## src/rtl/instr_encoder_if.sv

```systemverilog
// rtl/instr_encoder_if.sv - field-input and word-output handshake bundle for instr_encoder
interface instr_encoder_if;
    logic        in_valid;
    logic        in_ready;
    logic [3:0]  in_kind;
    logic [3:0]  in_alu_op;
    logic [2:0]  in_mem_f3;
    logic [4:0]  in_rd;
    logic [4:0]  in_rs1;
    logic [4:0]  in_rs2;
    logic [31:0] in_imm;
    logic        out_valid;
    logic        out_ready;
    logic [31:0] out_instr;
    logic        out_err;

    // Environment side: produces fields, consumes words
    modport master (
        output in_valid, in_kind, in_alu_op, in_mem_f3, in_rd, in_rs1, in_rs2, in_imm,
        output out_ready,
        input  in_ready, out_valid, out_instr, out_err
    );

    // Encoder side
    modport slave (
        input  in_valid, in_kind, in_alu_op, in_mem_f3, in_rd, in_rs1, in_rs2, in_imm,
        input  out_ready,
        output in_ready, out_valid, out_instr, out_err
    );
endinterface

```

## src/rtl/instr_encoder.sv

```systemverilog
// rtl/instr_encoder.sv - streaming RV32I instruction encoder, 2-stage valid/ready pipeline
module instr_encoder #(
    parameter int CNT_W = 16
) (
    input  logic             clk,
    input  logic             rst,
    instr_encoder_if.slave   bus,
    output logic             err_sticky,
    output logic [CNT_W-1:0] emit_cnt,
    output logic [CNT_W-1:0] err_cnt
);
    localparam logic [6:0]  OP_LUI    = 7'b0110111;
    localparam logic [6:0]  OP_AUIPC  = 7'b0010111;
    localparam logic [6:0]  OP_JAL    = 7'b1101111;
    localparam logic [6:0]  OP_JALR   = 7'b1100111;
    localparam logic [6:0]  OP_LOAD   = 7'b0000011;
    localparam logic [6:0]  OP_STORE  = 7'b0100011;
    localparam logic [6:0]  OP_BRANCH = 7'b1100011;
    localparam logic [6:0]  OP_IMM    = 7'b0010011;
    localparam logic [6:0]  OP_REG    = 7'b0110011;
    localparam logic [31:0] NOP_WORD  = 32'h00000013;
    localparam logic [CNT_W-1:0] CNT_ONE = {{(CNT_W-1){1'b0}}, 1'b1};

    logic        s1_valid;
    logic [3:0]  s1_kind;
    logic [3:0]  s1_alu_op;
    logic [2:0]  s1_f3;
    logic [4:0]  s1_rd;
    logic [4:0]  s1_rs1;
    logic [4:0]  s1_rs2;
    logic [31:0] s1_imm;

    logic        adv1;
    logic        adv2;
    logic        fire_out;
    logic        fits12;
    logic        fits13;
    logic        fits21;
    logic        is_shift;
    logic [6:0]  funct7;
    logic [2:0]  alu_f3;
    logic [2:0]  br_f3;
    logic [31:0] word;
    logic        legal;
    logic [31:0] enc_word;
    logic        enc_err;

    // Output stage moves when empty or drained; S1 moves when empty or S2 moves
    assign adv2         = !bus.out_valid || bus.out_ready;
    assign adv1         = !s1_valid || adv2;
    assign bus.in_ready = adv1;
    assign fire_out     = bus.out_valid && bus.out_ready;

    // Immediate range checks: upper bits must all replicate the sign bit
    assign fits12   = (s1_imm[31:11] == '0) || (s1_imm[31:11] == '1);
    assign fits13   = (s1_imm[31:12] == '0) || (s1_imm[31:12] == '1);
    assign fits21   = (s1_imm[31:20] == '0) || (s1_imm[31:20] == '1);
    assign is_shift = (s1_alu_op == 4'd2) || (s1_alu_op == 4'd6) || (s1_alu_op == 4'd7);
    assign funct7   = ((s1_alu_op == 4'd1) || (s1_alu_op == 4'd7)) ? 7'b0100000 : 7'b0000000;

    // Stage 1: capture raw fields when the pipeline can advance
    always_ff @(posedge clk) begin
        if (rst) begin
            s1_valid <= 1'b0;
        end else if (adv1) begin
            s1_valid <= bus.in_valid;
            if (bus.in_valid) begin
                s1_kind   <= bus.in_kind;
                s1_alu_op <= bus.in_alu_op;
                s1_f3     <= bus.in_mem_f3;
                s1_rd     <= bus.in_rd;
                s1_rs1    <= bus.in_rs1;
                s1_rs2    <= bus.in_rs2;
                s1_imm    <= bus.in_imm;
            end
        end
    end

    // ALU and branch operation numbering to funct3
    always_comb begin
        alu_f3 = 3'b000;
        br_f3  = 3'b000;
        case (s1_alu_op)
            4'd2:    alu_f3 = 3'b001;
            4'd3:    alu_f3 = 3'b010;
            4'd4:    alu_f3 = 3'b011;
            4'd5:    alu_f3 = 3'b100;
            4'd6,
            4'd7:    alu_f3 = 3'b101;
            4'd8:    alu_f3 = 3'b110;
            4'd9:    alu_f3 = 3'b111;
            4'd11:   br_f3  = 3'b001;
            4'd12:   br_f3  = 3'b100;
            4'd13:   br_f3  = 3'b101;
            4'd14:   br_f3  = 3'b110;
            4'd15:   br_f3  = 3'b111;
            default: alu_f3 = 3'b000;
        endcase
    end

    // Assemble the word for the requested format and decide legality
    always_comb begin
        word  = NOP_WORD;
        legal = 1'b0;
        case (s1_kind)
            4'd0, 4'd1: begin
                word  = {s1_imm[31:12], s1_rd, (s1_kind == 4'd0) ? OP_LUI : OP_AUIPC};
                legal = (s1_imm[11:0] == 12'h000);
            end
            4'd2: begin
                word  = {s1_imm[20], s1_imm[10:1], s1_imm[11], s1_imm[19:12], s1_rd, OP_JAL};
                legal = fits21 && !s1_imm[0];
            end
            4'd3: begin
                word  = {s1_imm[11:0], s1_rs1, 3'b000, s1_rd, OP_JALR};
                legal = fits12;
            end
            4'd4: begin
                word  = {s1_imm[11:0], s1_rs1, s1_f3, s1_rd, OP_LOAD};
                legal = fits12 && (s1_f3 != 3'b011) && (s1_f3 != 3'b110) && (s1_f3 != 3'b111);
            end
            4'd5: begin
                word  = {s1_imm[11:5], s1_rs2, s1_rs1, s1_f3, s1_imm[4:0], OP_STORE};
                legal = fits12 && (s1_f3 < 3'b011);
            end
            4'd6: begin
                word  = {s1_imm[12], s1_imm[10:5], s1_rs2, s1_rs1, br_f3,
                         s1_imm[4:1], s1_imm[11], OP_BRANCH};
                legal = fits13 && !s1_imm[0] && (s1_alu_op >= 4'd10);
            end
            4'd7: begin
                if (is_shift) begin
                    word  = {funct7, s1_imm[4:0], s1_rs1, alu_f3, s1_rd, OP_IMM};
                    legal = (s1_imm[31:5] == '0);
                end else begin
                    word  = {s1_imm[11:0], s1_rs1, alu_f3, s1_rd, OP_IMM};
                    legal = fits12 && (s1_alu_op != 4'd1) && (s1_alu_op < 4'd10);
                end
            end
            4'd8: begin
                word  = {funct7, s1_rs2, s1_rs1, alu_f3, s1_rd, OP_REG};
                legal = (s1_alu_op < 4'd10);
            end
            default: begin
                word  = NOP_WORD;
                legal = 1'b0;
            end
        endcase
        enc_err  = !legal;
        enc_word = legal ? word : NOP_WORD;
    end

    // Stage 2: output register, held while the consumer stalls
    always_ff @(posedge clk) begin
        if (rst) begin
            bus.out_valid <= 1'b0;
            bus.out_instr <= 32'h0;
            bus.out_err   <= 1'b0;
        end else if (adv2) begin
            bus.out_valid <= s1_valid;
            if (s1_valid) begin
                bus.out_instr <= enc_word;
                bus.out_err   <= enc_err;
            end
        end
    end

    // Status: sticky error as soon as an error word is presented, handshake counters
    always_ff @(posedge clk) begin
        if (rst) begin
            err_sticky <= 1'b0;
            emit_cnt   <= '0;
            err_cnt    <= '0;
        end else begin
            if (adv2 && s1_valid && enc_err) begin
                err_sticky <= 1'b1;
            end
            if (fire_out) begin
                emit_cnt <= emit_cnt + CNT_ONE;
                if (bus.out_err) begin
                    err_cnt <= err_cnt + CNT_ONE;
                end
            end
        end
    end
endmodule

```

## src/flat_wrapper.sv

```systemverilog
// flat-port wrapper written by rule: the top's interface ports become plain ports
module instr_encoder_flat 
#(
    parameter int CNT_W = 16
)
  (clk, rst, err_sticky, emit_cnt, err_cnt, bus_in_valid, bus_in_kind, bus_in_alu_op, bus_in_mem_f3, bus_in_rd, bus_in_rs1, bus_in_rs2, bus_in_imm, bus_out_ready, bus_in_ready, bus_out_valid, bus_out_instr, bus_out_err);
  instr_encoder_if bus_i ();
  input  logic clk;
  input  logic rst;
  output logic err_sticky;
  output logic [CNT_W-1:0] emit_cnt;
  output logic [CNT_W-1:0] err_cnt;
  input wire logic [$bits(bus_i.in_valid)-1:0] bus_in_valid;
  input wire logic [$bits(bus_i.in_kind)-1:0] bus_in_kind;
  input wire logic [$bits(bus_i.in_alu_op)-1:0] bus_in_alu_op;
  input wire logic [$bits(bus_i.in_mem_f3)-1:0] bus_in_mem_f3;
  input wire logic [$bits(bus_i.in_rd)-1:0] bus_in_rd;
  input wire logic [$bits(bus_i.in_rs1)-1:0] bus_in_rs1;
  input wire logic [$bits(bus_i.in_rs2)-1:0] bus_in_rs2;
  input wire logic [$bits(bus_i.in_imm)-1:0] bus_in_imm;
  input wire logic [$bits(bus_i.out_ready)-1:0] bus_out_ready;
  output wire logic [$bits(bus_i.in_ready)-1:0] bus_in_ready;
  output wire logic [$bits(bus_i.out_valid)-1:0] bus_out_valid;
  output wire logic [$bits(bus_i.out_instr)-1:0] bus_out_instr;
  output wire logic [$bits(bus_i.out_err)-1:0] bus_out_err;
  assign bus_i.in_valid = bus_in_valid;
  assign bus_i.in_kind = bus_in_kind;
  assign bus_i.in_alu_op = bus_in_alu_op;
  assign bus_i.in_mem_f3 = bus_in_mem_f3;
  assign bus_i.in_rd = bus_in_rd;
  assign bus_i.in_rs1 = bus_in_rs1;
  assign bus_i.in_rs2 = bus_in_rs2;
  assign bus_i.in_imm = bus_in_imm;
  assign bus_i.out_ready = bus_out_ready;
  assign bus_in_ready = bus_i.in_ready;
  assign bus_out_valid = bus_i.out_valid;
  assign bus_out_instr = bus_i.out_instr;
  assign bus_out_err = bus_i.out_err;
  instr_encoder #(.CNT_W(CNT_W)) u_core (.clk(clk), .rst(rst), .bus(bus_i), .err_sticky(err_sticky), .emit_cnt(emit_cnt), .err_cnt(err_cnt));
endmodule
```

## config.mk

```make
export PLATFORM = sky130hd
export DESIGN_NAME = instr_encoder_flat
export DESIGN_NICKNAME = d
export VERILOG_FILES = /design/src/rtl/instr_encoder_if.sv /design/src/rtl/instr_encoder.sv /design/src/flat_wrapper.sv
export SDC_FILE = /design/constraint.sdc
export NUM_CORES = 1
export LEC_CHECK = 0
export CAP_MARGIN = 20
export CORE_MARGIN = 5
export CORE_UTILIZATION = 40
export CTS_CLUSTER_DIAMETER = 40
export CTS_CLUSTER_SIZE = 12
export DETAILED_ROUTE_END_ITERATION = 16
export GPL_TIMING_DRIVEN = 0
export PLACE_DENSITY = 0.69
export SLEW_MARGIN = 20
export SYNTH_ARGS = -nofsm -noshare
export SYNTH_HDL_FRONTEND = slang
export SYNTH_SLANG_ARGS = --single-unit
```

## constraint.sdc

```tcl
create_clock -name clk -period 7.6 [get_ports clk]
set_input_delay 1.52 -clock clk [delete_from_list [all_inputs] [get_ports clk]]
set_output_delay 1.52 -clock clk [all_outputs]
set_load 0.05 [all_outputs]
```

==> flow_metrics.tcl, run 1 <==
set metrics [dict create \
    outcome "complete, no violations" \
    drive_above_1_share 0.1188 \
    global_route.usage.met1 0.2272 \
    synth.area.top_cells "edfxtp_1 (30%), dfxtp_1 (23%), o31ai_2 (4.8%)" \
    antenna_cells 0 \
    synth_fp_nets 610 \
    clkPwrFrac 0.478 \
    start_util 0.4101 \
    routedWlPerCell_um 17.04 \
    drtIter0Drc 319 \
    rows 43 \
    holdBufCountCts 0 \
    finalWirelength_mm 15.11 \
    endpoint_kind "output pin" \
    worst_path_dominant_cell_family "buffers and inverters" \
    core-area_um2 13930 \
    internal_power_mw 1.295 \
    max_clock_freq_mhz 213.4 \
    cts.sinks 125 \
    clk_path_buf_depth 2 \
    cts-buffers-inserted 17 \
    fin_crit_sh 0.6165 \
    power.share.combinational 0.078 \
    routed_via_density 5.304 \
    drv_slew 0 \
    cts_resized 0 \
    synth_flop_cell "dfxtp_1" \
    ys_types 68 \
    final_cells 887 \
    drc 0 \
    gr-usage-met3 0.05111 \
    muxShareOfSynthArea 0.008977 \
    timing.hold.ws_ps 464.8 \
    io_pins 130 \
    finalSetupTns_ps 0 \
    setup_viol_count_final 0 \
    drv_cap 0 \
    async_flop_share 0 \
    die_y_um 129.5 \
    layout_common_cells "clkdlybuf4s50_1 (128), dfxtp_1 (67), nand2_1 (66), edfxtp_1 (58), nor2_1 (56)" \
    swShare 0.2210 \
    leakage_nw 2.716 \
    fin_skew_ps 7.062 \
    netlist_instances 546 \
    num-nets-final 758 \
    synth_top_family_by_area "simple AND/OR/NAND/NOR gates" \
    worst-slew-pin-transition_ps 793.1 \
    startpoint_type "input pin" \
    crit_required_ps 6080 \
    ant_nets 0 \
    gp_congestion 0.8707 \
    drt-pass1-iter-count 5 \
    area_growth_pct 37.14 \
    path_cells "clkdlybuf4s50_1, nor2b_1, nand2_1, clkdlybuf4s50_1" \
    synth-adder-area-share 0.004379 \
    antenna_found_initial 0 \
    top_usage_layer "met2" \
    ys_ff_latch 125 \
    syn-cell-area_um2 5714 \
    cts_setup_buffers 0 \
    tritoncts "built" \
    hold_viol 0 \
    dieArea_um2 16780 \
    path_max_fanout 6 \
    finalInstanceArea_um2 7836 \
    slew_headroom 0.4677 \
    power.switching_mw 0.3673 \
    worstPathArrival_ps 3170 \
    peakVddDrop_mv 0.1441 \
    crit_top_cell "clkdlybuf4s50_1" \
    cts_htree_levels 4 \
    insertion_delay_ps 410 \
    critical_path.max_stage_delay_ps 820 \
    netlist.top_cell.by_area "edfxtp_1" \
    synth-compound-area-share 0.1745 \
    grtUsageTotal 0.1853 \
    layout_min_cycle_time_ps 4685 \
    avgSynthCellArea_um2 10.47 \
    cts.clk_slew.worst_paths_ps 50 \
    grt_overflow 0 \
    grt_pass1_wl_mm 24.01 \
    dp_cells 855 \
    synth_xor_area_frac 0.04292 \
    grt_use_met2 0.3088 \
    hpwl_mm 11.44 \
    powerDensity_nw_per_um2 212.1 \
    synth-simple-area-share 0.1894 \
    synth_top_area_share 0.3048 \
    rsz0062_at_grt "false" \
    synth_edf_count 58 \
    hold_path_class "flop to flop" \
    die_w_um 129.5 \
    cts_root_buf "clkbuf_16" \
    final_common_cell "clkdlybuf4s50_1" \
    path_class "input pin to output pin" \
    place_area_um2 7253 \
    grt_pass1_vias 4711 \
    seqPwrFrac 0.444 \
    seq_area_frac_synth 0.5395 \
    yosys_warnings 0 \
    grt_max_degree 59 \
    path_buf_inv 2 \
    num_vias 4705 \
    portBuffers 128 \
    cp_slowest_cell "clkdlybuf4s50_1" \
]
-- worst paths after layout --
path / startpoint / endpoint / slack (ps) / depth (start not counted)
setup / recovery: bus_out_ready / bus_in_ready / 2910 / 4
hold / removal: u_core.bus.out_instr[29]$_SDFFE_PP0P_ / u_core.bus.out_instr[29]$_SDFFE_PP0P_ / 460 / 2
setup reg to reg: u_core.s1_kind[3]$_DFFE_PP_ / u_core.bus.out_instr[23]$_SDFFE_PP0P_ / 5180 / 7
hold reg to reg: u_core.bus.out_instr[29]$_SDFFE_PP0P_ / u_core.bus.out_instr[29]$_SDFFE_PP0P_ / 460 / 2
-- synthesized netlist by cell type, types with 9 or more instances --
master / n
clkbuf_1: 16
nand3_1: 17
and3_1: 10
nor2_1: 56
o31ai_2: 22
edfxtp_1: 58
nand2_1: 66
a22oi_1: 9
dfxtp_1: 67
o21ai_0: 22
nand4_1: 11
a21oi_1: 43
xor2_1: 22
nor2b_1: 10
-- final cells by class --
class                      count  area (um2)
buffer                        33       207.7
clock buffer                  20       436.7
clock inverter                12       146.4
fill                        1227        6098
inverter                       6       22.52
multi-input combinational    382        2406
sequential                   125        3083
tap                          180       225.2
timing repair buffer         129        1309
-- worst reg2reg max path: stages (launching register included) --
cell and delay, ps:
edfxtp_1 390, buf_6 170, clkbuf_1 370, buf_1 480, clkbuf_1 470, nor2_1 130
a21oi_1 190, o31ai_2 70
-- cell families after synthesis --
kind of cell,count (synthesis)
DFF,125
and+or+nand+nor,217
muxes,5
xor gates and xnor gates,28
buffers and inverters,39
adders and majority gates,2
AOI/OAI and AO/OA,130
-- sequential cells by signal, indices dropped and copies added (netlist names), 3 cells and up --
signal,flops
u_core.bus.out_instr,31
u_core.s1_rs1,5
u_core.s1_rd,5
u_core.s1_alu_op,4
u_core.s1_f3,3
u_core.s1_rs2,5
u_core.emit_cnt,16
u_core.s1_imm,32
u_core.err_cnt,16
u_core.s1_kind,4
-- power by group through the flow --
stage / sequential, mW / combinational, mW / clock (mW)
floorplan: 0.757 / 0.0615 / 0
detailed placement: 0.752 / 0.129 / 0
global route: 0.740 / 0.140 / 0.846
global placement: 0.753 / 0.125 / 0
finish: 0.739 / 0.129 / 0.795
CTS: 0.738 / 0.129 / 0.807
-- stage by stage --
| step | utilization | total power [mW] | setup slack [ps] |
|---|---|---|---|
| floorplan | - | 0.8187 | 3733 |
| global placement | 0.5182 | 0.8775 | 2896 |
| detailed placement | 0.5205 | 0.8808 | 2931 |
| CTS | 0.5624 | 1.675 | 2924 |
| global route | 0.5624 | 1.726 | 2829 |
| finish | 0.5624 | 1.662 | 2915 |
-- metal layers --
| layer | share of wire | up-vias |
|---|---|---|
| met1 | 0.43 | 2214 |
| li1 | - | 2288 |
| met2 | 0.49 | 178 |
| met4 | 0.020 | 0 |
| met3 | 0.063 | 25 |
| met5 | 0 | - |
Note: power is estimated with default switching activity, not from simulation.
==> inputs of run 2 (changes only) <==
- clock period: 7.6 -> 4.4 ns (I/O delays scaled with it)
==> results of run 2 <==
Same layout as run 1 (identical final DEF). Status: complete, no violations.
Main changes from that run: setup slack after placement 2931 ps -> 1011 ps; setup slack after layout 2915 ps -> 994.8 ps; register-to-register setup slack 5180 ps -> 1980 ps; total power 1.662 mW -> 2.871 mW; worst IR drop on VDD 0.1441 mV -> 0.2489 mV
==> inputs of run 3 (changes only) <==
- clock period: 4.4 -> 3.3 ns (I/O delays scaled with it)
==> results of run 3 <==
Same layout as run 1 (identical final DEF). Status: complete, no violations.
Main changes from that run: setup slack after placement 2931 ps -> 351.0 ps; setup slack after layout 2915 ps -> 334.8 ps; register-to-register setup slack 5180 ps -> 880 ps; total power 1.662 mW -> 3.829 mW; worst IR drop on VDD 0.1441 mV -> 0.3319 mV
